==> src/rtl/fft_frame_sequencer_if.sv <==
// Source-beat and stage-0 streaming bus of the FFT front-end sequencer.
// Lanes carry two's-complement samples; the slave side is the sequencer.
interface fft_frame_sequencer_if #(
  parameter int NUM_LANES = 16,
  parameter int VEC_W     = 9
);
  logic                            s_valid;
  logic                            s_ready;
  logic                            s_last;
  logic [NUM_LANES-1:0][VEC_W-1:0] s_din_R;
  logic [NUM_LANES-1:0][VEC_W-1:0] s_din_Q;
  logic                            fft_valid;
  logic [NUM_LANES-1:0][VEC_W-1:0] fft_din_R;
  logic [NUM_LANES-1:0][VEC_W-1:0] fft_din_Q;
  logic                            valid_mod1;

  modport master (
    output s_valid, s_last, s_din_R, s_din_Q, valid_mod1,
    input  s_ready, fft_valid, fft_din_R, fft_din_Q
  );
  modport slave (
    input  s_valid, s_last, s_din_R, s_din_Q, valid_mod1,
    output s_ready, fft_valid, fft_din_R, fft_din_Q
  );
endinterface

==> src/rtl/fft_frame_sequencer.sv <==
// Frames 16-lane input beats into FFT frames, feeds stage 0 through one register
// stage and tracks frames in flight by counting the stage's output strobe.
module fft_seq_lane #(
  parameter int VEC_W = 9
) (
  input  logic             clk,
  input  logic             rstn,
  input  logic             ld,
  input  logic [VEC_W-1:0] d_r,
  input  logic [VEC_W-1:0] d_q,
  output logic [VEC_W-1:0] q_r,
  output logic [VEC_W-1:0] q_q
);
  always_ff @(posedge clk) begin
    if (rstn) begin
      q_r <= '0;
      q_q <= '0;
    end else if (ld) begin
      q_r <= d_r;
      q_q <= d_q;
    end
  end
endmodule

module fft_frame_sequencer #(
  parameter  int BEATS_PER_FRAME = 32,
  parameter  int MAX_INFLIGHT    = 2,
  parameter  int TIMEOUT         = 1023,
  parameter  int NUM_LANES       = 16,
  parameter  int VEC_W           = 9,
  localparam int IW              = $clog2(MAX_INFLIGHT + 1)
) (
  input  logic                 clk,
  input  logic                 rstn,
  input  logic                 enable,
  input  logic                 clear_err,
  fft_frame_sequencer_if.slave bus,
  output logic                 frame_start,
  output logic                 frame_done,
  output logic [IW-1:0]        inflight,
  output logic                 busy,
  output logic                 err_len,
  output logic                 err_timeout,
  output logic                 err_overrun
);
  localparam int CW = $clog2(BEATS_PER_FRAME);
  localparam int TW = $clog2(TIMEOUT + 1);
  localparam logic [CW-1:0] LAST = CW'(BEATS_PER_FRAME - 1);

  typedef enum logic [1:0] {IDLE, RUN, FLUSH, ERR} state_t;

  state_t        state;
  logic [CW-1:0] in_cnt, out_cnt;
  logic [TW-1:0] to_cnt;
  logic          ready, fv_q;
  logic          accept, first_acc, out_beat, last_out, active;
  logic          len_det, ovr_det, to_det;
  logic [NUM_LANES-1:0][VEC_W-1:0] din_r, din_q;

  // A partial frame may always finish; a new frame needs a free in-flight slot.
  always_comb begin
    ready = 1'b0;
    case (state)
      RUN:     ready = (in_cnt != '0) || (inflight < IW'(MAX_INFLIGHT));
      FLUSH:   ready = (in_cnt != '0);
      default: ready = 1'b0;
    endcase
  end

  assign accept    = bus.s_valid & ready;
  assign first_acc = accept & (in_cnt == '0);
  assign out_beat  = bus.valid_mod1 & (inflight != '0);
  assign last_out  = out_beat & (out_cnt == LAST);
  assign active    = (state == RUN) || (state == FLUSH);
  assign len_det   = accept & (bus.s_last != (in_cnt == LAST));
  assign ovr_det   = bus.valid_mod1 & (inflight == '0);
  assign to_det    = active & (inflight != '0) & ~bus.valid_mod1 &
                     (to_cnt == TW'(TIMEOUT - 1));
  assign busy      = (state != IDLE) || (inflight != '0);

  assign bus.s_ready   = ready;
  assign bus.fft_valid = fv_q;
  assign bus.fft_din_R = din_r;
  assign bus.fft_din_Q = din_q;

  for (genvar i = 0; i < NUM_LANES; i++) begin : g_lane
    fft_seq_lane #(.VEC_W(VEC_W)) u_lane (
      .clk  (clk),
      .rstn (rstn),
      .ld   (accept),
      .d_r  (bus.s_din_R[i]),
      .d_q  (bus.s_din_Q[i]),
      .q_r  (din_r[i]),
      .q_q  (din_q[i])
    );
  end

  always_ff @(posedge clk) begin
    if (rstn) begin
      state       <= IDLE;
      in_cnt      <= '0;
      out_cnt     <= '0;
      to_cnt      <= '0;
      inflight    <= '0;
      fv_q        <= 1'b0;
      frame_start <= 1'b0;
      frame_done  <= 1'b0;
      err_len     <= 1'b0;
      err_timeout <= 1'b0;
      err_overrun <= 1'b0;
    end else begin
      fv_q        <= accept;
      frame_start <= first_acc;
      frame_done  <= last_out;
      if (clear_err) begin
        in_cnt      <= '0;
        out_cnt     <= '0;
        to_cnt      <= '0;
        inflight    <= '0;
        err_len     <= 1'b0;
        err_timeout <= 1'b0;
        err_overrun <= 1'b0;
        if (state == ERR) state <= IDLE;
      end else begin
        if (accept)   in_cnt  <= (in_cnt == LAST)  ? '0 : in_cnt + CW'(1);
        if (out_beat) out_cnt <= (out_cnt == LAST) ? '0 : out_cnt + CW'(1);
        // Slot is reserved at frame start, released on the frame's last output beat.
        inflight <= inflight + IW'(first_acc) - IW'(last_out);
        if (!active || inflight == '0 || bus.valid_mod1) to_cnt <= '0;
        else                                             to_cnt <= to_cnt + TW'(1);
        err_len     <= err_len | len_det;
        err_overrun <= err_overrun | ovr_det;
        err_timeout <= err_timeout | to_det;
        case (state)
          IDLE:    if (enable) state <= RUN;
          RUN:     if (to_det) state <= ERR;
                   else if (!enable) state <= FLUSH;
          FLUSH:   if (to_det) state <= ERR;
                   else if (in_cnt == '0 && inflight == '0) state <= IDLE;
          default: state <= state;
        endcase
      end
    end
  end
endmodule
==> src/flat_wrapper.sv <==
// flat-port wrapper written by rule: the top's interface ports become plain ports
module fft_frame_sequencer_flat 
#(
  parameter  int BEATS_PER_FRAME = 32,
  parameter  int MAX_INFLIGHT    = 2,
  parameter  int TIMEOUT         = 1023,
  parameter  int NUM_LANES       = 16,
  parameter  int VEC_W           = 9,
  localparam int IW              = $clog2(MAX_INFLIGHT + 1)
)
  (clk, rstn, enable, clear_err, frame_start, frame_done, inflight, busy, err_len, err_timeout, err_overrun, bus_s_valid, bus_s_last, bus_s_din_R, bus_s_din_Q, bus_valid_mod1, bus_s_ready, bus_fft_valid, bus_fft_din_R, bus_fft_din_Q);
  fft_frame_sequencer_if #(.NUM_LANES(NUM_LANES), .VEC_W(VEC_W)) bus_i ();
  input  logic clk;
  input  logic rstn;
  input  logic enable;
  input  logic clear_err;
  output logic frame_start;
  output logic frame_done;
  output logic [IW-1:0] inflight;
  output logic busy;
  output logic err_len;
  output logic err_timeout;
  output logic err_overrun;
  input wire logic [$bits(bus_i.s_valid)-1:0] bus_s_valid;
  input wire logic [$bits(bus_i.s_last)-1:0] bus_s_last;
  input wire logic [$bits(bus_i.s_din_R)-1:0] bus_s_din_R;
  input wire logic [$bits(bus_i.s_din_Q)-1:0] bus_s_din_Q;
  input wire logic [$bits(bus_i.valid_mod1)-1:0] bus_valid_mod1;
  output wire logic [$bits(bus_i.s_ready)-1:0] bus_s_ready;
  output wire logic [$bits(bus_i.fft_valid)-1:0] bus_fft_valid;
  output wire logic [$bits(bus_i.fft_din_R)-1:0] bus_fft_din_R;
  output wire logic [$bits(bus_i.fft_din_Q)-1:0] bus_fft_din_Q;
  assign bus_i.s_valid = bus_s_valid;
  assign bus_i.s_last = bus_s_last;
  assign bus_i.s_din_R = bus_s_din_R;
  assign bus_i.s_din_Q = bus_s_din_Q;
  assign bus_i.valid_mod1 = bus_valid_mod1;
  assign bus_s_ready = bus_i.s_ready;
  assign bus_fft_valid = bus_i.fft_valid;
  assign bus_fft_din_R = bus_i.fft_din_R;
  assign bus_fft_din_Q = bus_i.fft_din_Q;
  fft_frame_sequencer #(.BEATS_PER_FRAME(BEATS_PER_FRAME), .MAX_INFLIGHT(MAX_INFLIGHT), .TIMEOUT(TIMEOUT), .NUM_LANES(NUM_LANES), .VEC_W(VEC_W)) u_core (.clk(clk), .rstn(rstn), .enable(enable), .clear_err(clear_err), .bus(bus_i), .frame_start(frame_start), .frame_done(frame_done), .inflight(inflight), .busy(busy), .err_len(err_len), .err_timeout(err_timeout), .err_overrun(err_overrun));
endmodule
==> config.mk <==
export PLATFORM = sky130hd
export DESIGN_NAME = fft_frame_sequencer_flat
export DESIGN_NICKNAME = d
export VERILOG_FILES = /design/src/rtl/fft_frame_sequencer_if.sv /design/src/rtl/fft_frame_sequencer.sv /design/src/flat_wrapper.sv
export SDC_FILE = /design/constraint.sdc
export NUM_CORES = 1
export LEC_CHECK = 0
export ABC_AREA = 1
export CAP_MARGIN = 10
export CORE_AREA = 4 4 229 231
export CTS_CLUSTER_DIAMETER = 200
export DETAILED_ROUTE_END_ITERATION = 12
export DIE_AREA = 0 0 233 235
export DONT_BUFFER_PORTS = 1
export HOLD_SLACK_MARGIN = 0.12
export SETUP_SLACK_MARGIN = 0.3
export SKIP_CTS_REPAIR_TIMING = 1
export SYNTH_ARGS = -nofsm -noshare
export SYNTH_HDL_FRONTEND = slang
export SYNTH_SLANG_ARGS = --single-unit
==> constraint.sdc <==
create_clock -name clk -period 2.42 [get_ports clk]
set_clock_uncertainty 0.05 [all_clocks]
set_input_delay 0.242 -clock clk [delete_from_list [all_inputs] [get_ports clk]]
set_output_delay 0.242 -clock clk [all_outputs]
set_load 0.01 [all_outputs]
# Word-level counts from Yosys, hierarchy flattened
# Cells that the tools add are included.
[op_classes]
addsub = 5
multipliers = 0
n_div = 0
n_lt_le_gt_ge = 1
n_eq_ne = 11
n_shift = 0
mux = 11
bitwise = 13
n_reduce_logical = 17
[ops]
columns = ["op", "n"]
rows = [
  ["2-bit 2-to-1 mux", 7],
  ["10-bit by 1-bit adder with 10-bit output (second input constant)", 1],
  ["5-bit by 1-bit adder with 5-bit output (second input constant)", 2],
  ["10-bit == test (second input constant)", 1],
  ["5-bit == test (second input constant)", 2],
  ["5-bit 2-to-1 mux", 2],
  ["1-bit bitwise AND", 9],
  ["4-bit by 3-bit != test with 1-bit output (second input constant)", 2],
  ["2-bit case mux with 3 select lines", 1],
  ["5-bit logical NOT", 1],
  ["1-bit logical OR", 5],
  ["5-bit AND reduction", 1],
  ["5-bit nonzero test", 1],
  ["2-bit == test (second input constant)", 2],
  ["2-bit logical NOT", 2],
  ["2-bit nonzero test", 2],
  ["4-bit nonzero test", 1],
  ["3-bit != test (second input constant)", 1],
  ["1-bit bitwise OR", 3],
  ["3-bit OR reduction", 1],
  ["2-bit by 1-bit adder with 2-bit output", 1],
  ["2-bit by 1-bit == test with 1-bit output (second input constant)", 1],
  ["2-bit less-than comparator (second input constant)", 1],
  ["2-bit by 1-bit != test with 1-bit output (second input constant)", 1],
  ["other kinds (7)", 7],
]
[totals]
reg_bits = 318
latch_bits = 0
mem_bits_rw = 0
rom_bits = 0
inputBits = 295
out_inout_bits = 298
elab_cells = 101
memories = 0

# Depth between registers and ports, before layout
[logic_depth]
word_depth = 8
mapped_depth = 14
mapped_depth_nobuf = 12

# Hierarchy
# Synthesis repeated with hierarchy kept, for this count alone.
[hier_totals]
hier_cells = 2029
hier_area_um2 = 13759.4
[modules_own_cells]
columns = ["mod", "n_inst", "cells_each", "area_per_inst_um2", "seq_area_each_um2"]
rows = [
  ["fft_seq_lane", 16, 114, 759.5, 360.3],
  ["fft_frame_sequencer", 1, 205, 1607.8, 600.6],
]

# Worst setup path after synthesis
# No wires, ideal clock.
[synth_timing]
kind = "reg2reg"
from = "reg u_core.state[1]"
to = "reg u_core.inflight[1]"
setup_ps = 70
t_arrival_ps = 2011
required_time_ps = 2300
slack_ps = 289
path_stages_with_launch = 14
n_path_buf = 2
cell_sequence = "dfxtp_1 > inv_1 > ha_1 > nor2_1 > nor2_4 > nand3_4 > inv_2 > buf_4 > buf_4 > nand3_1 > inv_1 > ha_1 > or2_2 > a21oi_1"
[synth_via]
elab_chain_cells = 6
elab_cells_between_ends = 7
cone_classes = "add/sub: 2; eq/ne: 2; mux: 1; bitwise: 2"
[synth_lines]
columns = ["element", "line", "rtl"]
rows = [
  ["start, declared", "fft_frame_sequencer.sv:52", "state_t state;"],
  ["start signal, assigned", "fft_frame_sequencer.sv:140", "default: state <= state;"],
  ["2-bit == test or 2-bit by 1-bit == test with 1-bit output (tied branches)", "fft_frame_sequencer.sv:63", "case (state)"],
  ["1-bit case mux with 2 select lines (*)", "fft_frame_sequencer.sv:63", ""],
  ["1-bit bitwise AND (*)", "fft_frame_sequencer.sv:70", "assign accept = bus.s_valid & ready;"],
  ["1-bit bitwise AND (*)", "fft_frame_sequencer.sv:71", "assign first_acc = accept & (in_cnt == '0);"],
  ["via u_core.first_acc", "fft_frame_sequencer.sv:56", "logic accept, first_acc, out_beat, last_out, active;"],
  ["2-bit by 1-bit adder with 2-bit output (*)", "fft_frame_sequencer.sv:128", "inflight <= inflight + IW'(first_acc) - IW'(last_out);"],
  ["2-bit by 1-bit subtractor with 2-bit output (*)", "fft_frame_sequencer.sv:128", ""],
  ["end signal, assigned", "fft_frame_sequencer.sv:128", ""],
  ["end, declared", "fft_frame_sequencer.sv:40", "output logic [IW-1:0] inflight,"],
]
# The timed path passes the listed nets; every way through them passes the cells marked *.
# A chain may end at the register's enable or synchronous reset.

# Final worst setup path
[layout_timing]
from = "reg u_core.state[1]"
to = "reg u_core.g_lane[9].u_lane.q_r[6]"
[layout_via]
elab_chain_cells = 3
elab_cells_between_ends = 4
cone_classes = "eq/ne: 2; mux: 1; bitwise: 1"
[layout_lines]
columns = ["element", "line", "rtl"]
rows = [
  ["2-bit == test or 2-bit by 1-bit == test with 1-bit output (tied branches)", "fft_frame_sequencer.sv:63", ""],
  ["1-bit case mux with 2 select lines (*)", "fft_frame_sequencer.sv:63", ""],
  ["1-bit bitwise AND (*)", "fft_frame_sequencer.sv:70", ""],
  ["end signal, assigned", "fft_frame_sequencer.sv:19", "q_r <= d_r;"],
  ["end, declared", "fft_frame_sequencer.sv:11", "output logic [VEC_W-1:0] q_r,"],
]
# Mark *: on every way between the ends. The rest lies on a longest branch, timed or not.

==> reports/qor.txt <==
Die area: 54800 sq um
CTS tree: done
Failing checks: negative hold slack
Core area: 50100 sq um
Worst hold stages: 1
WL met2: 21300 um
Initial antenna violation count: 4
Area of the multi-input gates: 4410 sq um
Flop pwr share: 47.2%
Design Area, Final: 15600 sq um
CTS sink cnt: 318
Wire length on met1: 14400 um
Leak: 0.00520 uW
NetSw: 2260 uW
Synth top area share: 56.1%
Max-cap violations: 0
First-pass GRT wire length: 50600 um
Final setup fails: 0
FILL cells: 5082
R2R depth: 10
DR top layer: met4
Iter 0 DRT Violations: 668
DRT Pass-1 Iters: 5
Final wirelength: 41300 um
Crit path max fanout: 24
Maximum vdd ir drop: 0.506 mV
CP required: 2.78 ns
TritonCTS Buffers: 35
Clk Latency, worst-skew pair: 0.52 ns
Register area: 6370 sq um
Yosys cell types: 28
Via count: 10504
Clock power share: 49.5%
Crit. End Element: flip-flop
CP startpoint kind: flip-flop
Die Ht: 235 um
Avg Cell Area, Syn: 7.82 sq um
Post-synth top area cell: dfxtp_1
Boundary Pins: 593
Final RePlAce weighted congestion: 0.812
Htree depth: 2
Met3 WL post-DR: 4210 um
Post-route insts no fill: 2326
Post-DP Area: 12100 sq um
EDFF count, synth: 0
Tightest Pin Transition: 1.39 ns
Most common cell after layout, fill and taps aside: nand2_1
CTS clock-pin slew for the worst setup and hold paths: 0.06 ns
Async S/R FF share, synth: 0%
Cell Pwr Density: 716 nW/um^2
Synth warnings: 0
Vias in the first global route: 9122
Cell Area, Synth: 11400 sq um
# placed instances: 2058
RSZ-0062 raised after global routing: false
Nets: 1936
# DRC: 0
Post-synthesis sequential area ratio: 56.1%
Post-route setup slack: 0.399 ns
Routed Antenna Nets: 0
Initial Util: 22.7%
Die width: 233 um
Synth Net Count: 1760
Data arrival, critical path: 2.38 ns
DR WL/cell: 17.8 um
Commonest register cell after synthesis: dfxtp_1
Run status: finished with violations
Core Rows: 82
Final period util: 83.5%
Via density per instance: 4.52
Endpoints failing hold: 104
Most frequent cells in the layout: nand2_1, dfxtp_1, a21oi_1
Post-layout min period: 2.02 ns
Congestion Overflow GR: 0
Clk root buf: clkbuf_16
Max Slew Vio Count: 0
Cell internal pwr: 8880 uW
Switching part of the total: 20.3%
# port buffers: 0
Layout cell share with drive strength beyond 1: 7.33%
All-Layer GR Usage: 11.5%
WS Path Type: flip-flop to flip-flop
Post-DP HPWL: 24800 um
Cell count after synthesis: 1452
Largest net degree at the start of global routing: 294
R2R Setup Slk: 0.40 ns
Layout overhead on the synthesized area: 37.1%
Final hold slack: -0.253 ns
Min-Delay Path Class: primary input to flip-flop
Post-route setup TNS: 0 ns
Rel. slew slack: 7.16%
Combinational Power Share: 3.3%
Fin util: 31.1%
Fmax: 495 MHz
Clock Path Buffers: 3
Setup slack at placement: 0.216 ns
Yosys reg bits: 318
Synth top area cells: dfxtp_1, nand2_1, a21oi_1
## final timing paths
path                                      from                                     endpoint
hold / removal                            rstn  u_core.g_lane[7].u_lane.q_q[6]$_SDFFE_PP0P_
setup reg to reg  u_core.state[1]$_SDFFE_PP0P_  u_core.g_lane[9].u_lane.q_r[6]$_SDFFE_PP0P_
setup / recovery  u_core.state[1]$_SDFFE_PP0P_  u_core.g_lane[9].u_lane.q_r[6]$_SDFFE_PP0P_
hold reg to reg    u_core.to_cnt[0]$_SDFF_PP0_                  u_core.to_cnt[0]$_SDFF_PP0_
## logic make-up (layout without fill, tap and decap cells)
logic type	Yosys count	after routing	share of synthesized area, %
flops	318	318	56.1
compound gates	318	318	14.1
buf+inv	133	332	5.43
fa+ha+maj	13	13	1.43
xor+xnor	2	2	0.154
other cells	0	3	0
simple gates	668	668	22.8
## final cells by class
| class | instances | share of cell area [%] |
|---|---|---|
| clock inverters | 12 | 1.09 |
| clock buffers | 48 | 6.60 |
| multi-input cells | 1001 | 28.3 |
| well taps | 672 | 5.40 |
| diodes | 3 | 0.0482 |
| flip-flops and latches | 318 | 40.9 |
| inverters | 36 | 0.948 |
| repair buffers | 236 | 16.7 |
## state kept, by name, summed over array words and instances, names as in the netlist
register and flops:
u_core.g_lane.u_lane.q_r 144, u_core.err_len 1, u_core.frame_start 1, u_core.state 2, u_core.g_lane.u_lane.q_q 144, u_core.err_timeout 1
u_core.frame_done 1, u_core.inflight 2, u_core.to_cnt 10, u_core.in_cnt 5, u_core.out_cnt 5, u_core.err_overrun 1
u_core.bus.fft_valid 1
## critical path: stages, from the launching register on
cell and delay, ns:
dfxtp_1 0.36, inv_1 0.10, ha_4 0.30, inv_2 0.04
nor2_4 0.13, nand3_4 0.16, clkinv_8 0.12, buf_16 0.18
clkbuf_16 0.22, nand2_1 0.09, a21oi_1 0.15
## synthesized netlist by cell type, types with 2 or more instances
library cell and count:
a21oi_1 305, inv_1 33, buf_4 19, dfxtp_1 318, buf_1 2, nand2_1 609
clkbuf_1 39, nor3_1 7, o21ai_0 8, nor3b_1 2, nor2_2 2, or2_2 4
buf_2 37, nor2_1 26, a211oi_1 4, inv_2 2, nand3_1 12, ha_1 13
## metal layers
| layer | GRT usage (%) | vias to the layer above |
|---|---|---|
| met5 | 0 | - |
| met4 | 3.97 | 0 |
| met3 | 4.70 | 88 |
| met2 | 21.3 | 596 |
| met1 | 11.4 | 4823 |
| li1 | - | 4997 |
## power groups by stage
stage | logic [uW] | clock network [uW] | registers (uW)
after global placement | 76.7 | 0 | 5380
after floorplan | 126 | 0 | 5370
after global routing | 385 | 5850 | 5260
after detailed placement | 79.7 | 0 | 5380
final | 364 | 5520 | 5260
after CTS | 80.0 | 5680 | 5260
## metrics by stage
stage | power, uW | hold slack, ns
floorplan | 5500 | 0.335
global placement | 5460 | 0.287
detailed placement | 5460 | 0.284
CTS | 11000 | -0.297
global route | 11500 | -0.306
finish | 11100 | -0.253
Note: power is estimated with default switching activity, not from simulation.
